$ cat config.mk
export PLATFORM = sky130hd
export DESIGN_NAME = dmem_port_arbiter_flat
export DESIGN_NICKNAME = d
export VERILOG_FILES = /design/src/rtl/dmem_port_arbiter_if.sv /design/src/rtl/dmem_port_arbiter.sv /design/src/flat_wrapper.sv
export SDC_FILE = /design/constraint.sdc
export NUM_CORES = 1
export LEC_CHECK = 0
export ABC_AREA = 0
export CAP_MARGIN = 20
export CELL_PAD_IN_SITES_DETAIL_PLACEMENT = 1
export CELL_PAD_IN_SITES_GLOBAL_PLACEMENT = 1
export CORE_MARGIN = 4
export CORE_UTILIZATION = 17
export CTS_CLUSTER_DIAMETER = 100
export DETAILED_ROUTE_END_ITERATION = 16
export PLACE_DENSITY = 0.91
export SYNTH_ARGS = -nofsm -noshare
export SYNTH_HDL_FRONTEND = slang
export SYNTH_SLANG_ARGS = --single-unit
$ cat constraint.sdc
create_clock -name CLOCK_50 -period 3.33 [get_ports CLOCK_50]
set_clock_uncertainty 0.15 [all_clocks]
set_input_delay 0.8325 -clock CLOCK_50 [delete_from_list [all_inputs] [get_ports CLOCK_50]]
set_output_delay 0.8325 -clock CLOCK_50 [all_outputs]
set_load 0.02 [all_outputs]
$ cat src/rtl/dmem_port_arbiter_if.sv
// Bus bundle between the data-memory arbiter, its two requesters (CPU, host) and the memory.
// The arbiter connects through the slave modport and the environment through the master modport.
interface dmem_port_arbiter_if #(
  parameter int ADDR_W = 12,
  parameter int DATA_W = 32
);
  // Handshake: a requester raises *_req with *_we/*_addr/*_wdata and holds them stable
  // until *_ack. *_ack is a one-cycle pulse, and *_err/*_rdata are meaningful only while it
  // is high. A req still high in the cycle after ack starts a new access.
  logic              c_req;
  logic              c_we;
  logic [ADDR_W-1:0] c_addr;
  logic [DATA_W-1:0] c_wdata;
  logic [DATA_W-1:0] c_rdata;
  logic              c_ack;
  logic              c_err;

  logic              h_req;
  logic              h_we;
  logic [ADDR_W-1:0] h_addr;
  logic [DATA_W-1:0] h_wdata;
  logic [DATA_W-1:0] h_rdata;
  logic              h_ack;
  logic              h_err;

  logic              m_en;
  logic              m_we;
  logic [ADDR_W-1:0] m_addr;
  logic [DATA_W-1:0] m_wdata;
  logic [DATA_W-1:0] m_rdata;

  modport slave (
    input  c_req, c_we, c_addr, c_wdata,
    output c_rdata, c_ack, c_err,
    input  h_req, h_we, h_addr, h_wdata,
    output h_rdata, h_ack, h_err,
    output m_en, m_we, m_addr, m_wdata,
    input  m_rdata
  );

  modport master (
    output c_req, c_we, c_addr, c_wdata,
    input  c_rdata, c_ack, c_err,
    output h_req, h_we, h_addr, h_wdata,
    input  h_rdata, h_ack, h_err,
    input  m_en, m_we, m_addr, m_wdata,
    output m_rdata
  );
endinterface

$ cat src/rtl/dmem_port_arbiter.sv
// Two-port arbiter (CPU load/store unit vs host) in front of a single-port, byte-addressed data memory.
// Each access is a grant cycle (IDLE) and an ack cycle (WAIT); the block also counts CPU stall cycles.
module dmem_port_arbiter #(
  parameter int ADDR_W      = 12,
  parameter int DATA_W      = 32,
  parameter int DEPTH_BYTES = 128
) (
  input  logic                      CLOCK_50,
  input  logic                      reset_n,
  input  logic                      host_lock,
  input  logic                      stall_clr,
  dmem_port_arbiter_if.slave        bus,
  output logic                      busy,
  output logic [15:0]               cpu_stall_cnt,
  output logic                      dbg_state
);

  typedef enum logic {
    S_IDLE = 1'b0,
    S_WAIT = 1'b1
  } state_e;

  localparam logic [ADDR_W-1:0] MAX_ADDR = ADDR_W'(DEPTH_BYTES - 4);

  state_e      state_q, state_d;
  logic        gnt_host_q, gnt_host_d;
  logic        we_q, we_d;
  logic        err_q, err_d;
  logic        last_host_q, last_host_d;
  logic [15:0] stall_q, stall_d;

  logic              c_elig;
  logic              h_elig;
  logic              grant;
  logic              pick_host;
  logic              sel_we;
  logic [ADDR_W-1:0] sel_addr;
  logic [DATA_W-1:0] sel_wdata;
  logic              sel_err;
  logic              cpu_gnt;
  logic              cpu_ack;

  always_ff @(posedge CLOCK_50 or negedge reset_n) begin
    if (!reset_n) begin
      state_q     <= S_IDLE;
      gnt_host_q  <= 1'b0;
      we_q        <= 1'b0;
      err_q       <= 1'b0;
      last_host_q <= 1'b1;
      stall_q     <= 16'h0000;
    end else begin
      state_q     <= state_d;
      gnt_host_q  <= gnt_host_d;
      we_q        <= we_d;
      err_q       <= err_d;
      last_host_q <= last_host_d;
      stall_q     <= stall_d;
    end
  end

  always_comb begin
    state_d     = state_q;
    gnt_host_d  = gnt_host_q;
    we_d        = we_q;
    err_d       = err_q;
    last_host_d = last_host_q;

    c_elig    = bus.c_req & ~host_lock;
    h_elig    = bus.h_req;
    grant     = 1'b0;
    pick_host = 1'b0;
    sel_we    = 1'b0;
    sel_addr  = '0;
    sel_wdata = '0;
    sel_err   = 1'b0;

    bus.m_en    = 1'b0;
    bus.m_we    = 1'b0;
    bus.m_addr  = '0;
    bus.m_wdata = '0;
    bus.c_ack   = 1'b0;
    bus.c_err   = 1'b0;
    bus.c_rdata = '0;
    bus.h_ack   = 1'b0;
    bus.h_err   = 1'b0;
    bus.h_rdata = '0;

    case (state_q)
      S_IDLE: begin
        // Gating with reset_n keeps the memory strobe quiet while reset is held.
        if (reset_n && (c_elig || h_elig)) begin
          grant     = 1'b1;
          pick_host = h_elig & (~c_elig | ~last_host_q);
          sel_we    = pick_host ? bus.h_we    : bus.c_we;
          sel_addr  = pick_host ? bus.h_addr  : bus.c_addr;
          sel_wdata = pick_host ? bus.h_wdata : bus.c_wdata;
          sel_err   = (sel_addr[1:0] != 2'b00) || (sel_addr > MAX_ADDR);

          state_d     = S_WAIT;
          gnt_host_d  = pick_host;
          we_d        = sel_we;
          err_d       = sel_err;
          last_host_d = pick_host;

          if (!sel_err) begin
            bus.m_en    = 1'b1;
            bus.m_we    = sel_we;
            bus.m_addr  = sel_addr;
            bus.m_wdata = sel_wdata;
          end
        end
      end
      S_WAIT: begin
        state_d = S_IDLE;
        if (gnt_host_q) begin
          bus.h_ack   = 1'b1;
          bus.h_err   = err_q;
          bus.h_rdata = (we_q || err_q) ? '0 : bus.m_rdata;
        end else begin
          bus.c_ack   = 1'b1;
          bus.c_err   = err_q;
          bus.c_rdata = (we_q || err_q) ? '0 : bus.m_rdata;
        end
      end
      default: state_d = S_IDLE;
    endcase
  end

  // A CPU request is not a stall in the cycle it is granted nor in the cycle it is acked.
  always_comb begin
    cpu_gnt = grant & ~pick_host;
    cpu_ack = (state_q == S_WAIT) & ~gnt_host_q;
    stall_d = stall_q;
    if (stall_clr) begin
      stall_d = 16'h0000;
    end else if (bus.c_req && !cpu_gnt && !cpu_ack && (stall_q != 16'hFFFF)) begin
      stall_d = stall_q + 16'h0001;
    end
  end

  assign busy          = (state_q == S_WAIT);
  assign cpu_stall_cnt = stall_q;
  assign dbg_state     = state_q;

endmodule

$ cat src/flat_wrapper.sv
// flat-port wrapper written by rule: the top's interface ports become plain ports
module dmem_port_arbiter_flat 
#(
  parameter int ADDR_W      = 12,
  parameter int DATA_W      = 32,
  parameter int DEPTH_BYTES = 128
)
  (CLOCK_50, reset_n, host_lock, stall_clr, busy, cpu_stall_cnt, dbg_state, bus_c_req, bus_c_we, bus_c_addr, bus_c_wdata, bus_c_rdata, bus_c_ack, bus_c_err, bus_h_req, bus_h_we, bus_h_addr, bus_h_wdata, bus_h_rdata, bus_h_ack, bus_h_err, bus_m_en, bus_m_we, bus_m_addr, bus_m_wdata, bus_m_rdata);
  dmem_port_arbiter_if #(.ADDR_W(ADDR_W), .DATA_W(DATA_W)) bus_i ();
  input  logic CLOCK_50;
  input  logic reset_n;
  input  logic host_lock;
  input  logic stall_clr;
  output logic busy;
  output logic [15:0] cpu_stall_cnt;
  output logic dbg_state;
  input wire logic [$bits(bus_i.c_req)-1:0] bus_c_req;
  input wire logic [$bits(bus_i.c_we)-1:0] bus_c_we;
  input wire logic [$bits(bus_i.c_addr)-1:0] bus_c_addr;
  input wire logic [$bits(bus_i.c_wdata)-1:0] bus_c_wdata;
  output wire logic [$bits(bus_i.c_rdata)-1:0] bus_c_rdata;
  output wire logic [$bits(bus_i.c_ack)-1:0] bus_c_ack;
  output wire logic [$bits(bus_i.c_err)-1:0] bus_c_err;
  input wire logic [$bits(bus_i.h_req)-1:0] bus_h_req;
  input wire logic [$bits(bus_i.h_we)-1:0] bus_h_we;
  input wire logic [$bits(bus_i.h_addr)-1:0] bus_h_addr;
  input wire logic [$bits(bus_i.h_wdata)-1:0] bus_h_wdata;
  output wire logic [$bits(bus_i.h_rdata)-1:0] bus_h_rdata;
  output wire logic [$bits(bus_i.h_ack)-1:0] bus_h_ack;
  output wire logic [$bits(bus_i.h_err)-1:0] bus_h_err;
  output wire logic [$bits(bus_i.m_en)-1:0] bus_m_en;
  output wire logic [$bits(bus_i.m_we)-1:0] bus_m_we;
  output wire logic [$bits(bus_i.m_addr)-1:0] bus_m_addr;
  output wire logic [$bits(bus_i.m_wdata)-1:0] bus_m_wdata;
  input wire logic [$bits(bus_i.m_rdata)-1:0] bus_m_rdata;
  assign bus_i.c_req = bus_c_req;
  assign bus_i.c_we = bus_c_we;
  assign bus_i.c_addr = bus_c_addr;
  assign bus_i.c_wdata = bus_c_wdata;
  assign bus_c_rdata = bus_i.c_rdata;
  assign bus_c_ack = bus_i.c_ack;
  assign bus_c_err = bus_i.c_err;
  assign bus_i.h_req = bus_h_req;
  assign bus_i.h_we = bus_h_we;
  assign bus_i.h_addr = bus_h_addr;
  assign bus_i.h_wdata = bus_h_wdata;
  assign bus_h_rdata = bus_i.h_rdata;
  assign bus_h_ack = bus_i.h_ack;
  assign bus_h_err = bus_i.h_err;
  assign bus_m_en = bus_i.m_en;
  assign bus_m_we = bus_i.m_we;
  assign bus_m_addr = bus_i.m_addr;
  assign bus_m_wdata = bus_i.m_wdata;
  assign bus_i.m_rdata = bus_m_rdata;
  dmem_port_arbiter #(.ADDR_W(ADDR_W), .DATA_W(DATA_W), .DEPTH_BYTES(DEPTH_BYTES)) u_core (.CLOCK_50(CLOCK_50), .reset_n(reset_n), .host_lock(host_lock), .stall_clr(stall_clr), .bus(bus_i), .busy(busy), .cpu_stall_cnt(cpu_stall_cnt), .dbg_state(dbg_state));
endmodule
==> impl_results.md <==
- Status: finished, violations left
- Failing checks: setup timing
- Max Buffers Root-to-Sink: 2
- Main synth FF type: dfrtp_1
- Cell with the most instances after synthesis: nand2_1
- # Post-CTS Setup Buffers: 0
- Vias after detailed routing: 3,532
- Clock sink total: 21
- Sequential share of the synthesized area: 0.2270
- Reg clk slew, reported paths: about 60 ps
- Crit path DAT: 2550 ps
- Worst reg2reg endpoint: u_core.cpu_stall_cnt[8]
- Port Buffer Count: 252
- Worst hold path class: reg -> reg
- Core area: 13,300 um^2
- Pin count of the biggest net entering global routing: 33
- Antenna Nets Post-Route: 0
- Synth top area share: 0.2156
- WP buf/inv: 3
- Root cell of the clock tree: clkbuf_16
- Number of global-route vias before repair: 3,770
- DR pass1 iterations: 4
- Reg2Reg Launch Point: u_core.cpu_stall_cnt[0]
- Max_slew headroom: 0.4128
- Die area: 15,590 um^2
- Final cycle utilization of the critical path: 1.061
- Drt total wl: 15.07 mm
- CP max stage delay: between 500 and 600 ps
- Fmax: 283.1 MHz
- First-pass GRT wire length: 21.92 mm
- DP Cell Count: 769
- R2R setup slack: 860 ps
- R2R depth: 6
- Startpoint types: input pin
- Worst path top cell family by delay: compound AO/OA/AOI/OAI gates
- Setup Viol. Count Final: 39
- Hold_sp: u_core.last_host_q
- Non-Filler Instances: 778
- Final Hold Fails: 0
- Post-synthesis cell area: 2321 um^2
- I/O Pins: 260
- Synth warn: 0
- Max_cap viols: 0
- Initial core utilization: 0.1746
- Total power divided by cell area: 159.2 nW/um^2
- VDD IR-drop max: 0.0001498 V
- Die X: ~120 um
- Seq cells post-synth: 21
- Tot Pwr: 907.0 uW
- Crit-path cells: buf_6, or4_4, a211o_1, a22o_4, clkbuf_16, a21oi_4, buf_6
- Antenna cells: 0
- Routed len/inst: 19.38 um
- Data required, critical path: 2350 ps
- Final nets: 732
- Critical path fanouts, max: 7
- Design area: between 5000 and 6000 um^2
- Residual DRC: 0
- Final worst slack: -202.1 ps
- CTS Buf Count: 3
- Area after DPL: roughly 5100 um^2
- Netlist cell types: 40
- Critical Path Source: bus_c_addr[8]
- Via-to-Cell Ratio: approximately 4.5
- Skew-Pair Late Insertion Delay: 260 ps
- Row cnt: between 40 and 50
- Leading cell types by count after synthesis: 84 x nand2_1, 67 x and2_1, 41 x a21oi_1
- Total gr overflow: 0
- H-tree depth: 1
- CTS tree: done
- Leakage: 2.242 nW
- Number of synthesized flops with an enable pin: 0
- CP Class: in -> out
- RSZ-0062 raised after global routing: true
- Dominant cells by area after synthesis: dfrtp_1 22%, and2_1 18%, nand2_1 14%
- Crit. End Element: output port
- Hold depth: 2
- DR iter-0 viols: about 130
- Synth Instances: 348
- Cell mode on critical path: buf_6
- Avg Inst Size Synth: 6.669 um^2
- Post-synthesis async set-or-reset flop share: 1.000
- Worst-Margin Slew: 868.3 ps
- Die height: between 100 and 150 um
- Layout area overhead: 145.5%
- Synth area leader: dfrtp_1
- Hold endpoint: u_core.last_host_q
- DP Wirelength: 11.31 mm
- Pins Over Slew Limit: 0
- Initial antenna violation count: 0
- Layout cells sized above 1: 0.2143
- CP max-delay cell: or4_4
- Crit path time final: 3532 ps
- Gr usage total: 0.1709
- Routability Congestion: between 0.9 and 1
-- sequential cells by signal, summed over array words and instances (netlist names) --
register	count
u_core.last_host_q	1
u_core.cpu_stall_cnt	16
u_core.we_q	1
u_core.busy	1
u_core.gnt_host_q	1
u_core.err_q	1
-- stage by stage --
stage,util,setup WS (ps),setup TNS (ps),hold WS [ps]
after CTS,0.4022,-135.8,-3790,359.1
after floorplan,-,-18.80,-686.8,311.8
after global routing,0.4286,-221.7,-6389,384.1
after global placement,0.3840,-931.1,-33910,330.4
after detailed placement,0.3840,-974.6,-35400,349.9
final,0.4286,-202.1,-5087,365.9
-- what timing repair did --
item / 4_1_cts / 5_1_grt
resized for setup: 264 / 58
hold endpoints to repair: 0 / 0
pin swaps: 7 / 3
gates cloned: 2 / 3
setup endpoints to repair: 41 / 72
hold buffers: 0 / 0
-- layout make-up --
| type | instances | area [um^2] |
|---|---|---|
| fill | 1585 | 7597 |
| timing repair buffer | 277 | 2843 |
| multi-input combinational | 295 | 2006 |
| sequential | 21 | 528.0 |
| tap | 176 | 220.2 |
| clock buffer | 3 | 75.07 |
| inverter | 5 | 18.77 |
| clock inverter | 1 | 7.507 |
-- how the worst max path moves through the flow --
stage	to	slack (ps)	cells past startpoint
5_1_grt	bus_m_wdata[20]	-220	8
3_5_place_dp	bus_m_wdata[27]	-970	7
6_report	bus_m_wdata[20]	-200	7
3_3_place_gp	bus_m_wdata[9]	-930	7
4_1_cts	bus_m_wdata[19]	-140	7
2_1_floorplan	bus_m_addr[2]	-20	5
-- where the power goes --
part | internal (mW) | total (mW) | switching (mW)
logic | 0.195 | 0.364 | 0.169
registers | 0.267 | 0.280 | 0.0134
clock network | 0.163 | 0.263 | 0.100
-- routing by layer --
metal / vias to the layer above / wire (um) / GRT usage
met2: 156 / 8010 / 0.3276
met4: 0 / 210 / 0.01212
met1: 1704 / 5747 / 0.1968
met3: 12 / 1105 / 0.04631
li1: 1660 / - / -
met5: - / 0 / 0
-- worst min-delay path: stages, from the launching register on --
cell and delay (ps):
dfstp_2 380, nand2_1 60, o21ai_0 70
-- cells by family (layout without fill, tap and decap cells) --
group           after synthesis  after routing  synth area share
buf+inv                      38            286           0.08140
fa+ha+maj                     1              1          0.005390
mux                          11             11           0.05283
other cells                   1              7          0.001616
compound gates               58             58            0.1407
flops                        21             21            0.2270
simple gates                218            218            0.4911
-- layout by cell type, fill, tap and decap left out, types with 10 or more instances in the layout --
master,n
nand2_1,84
clkdlybuf4s50_1,201
a21oi_2,12
and2_1,67
nor2b_1,11
buf_6,33
buf_4,25
dfrtp_1,19
a21oi_4,25
nor4_1,10
mux2_2,10
nor2_1,12
(Power assumes the default switching activity.)
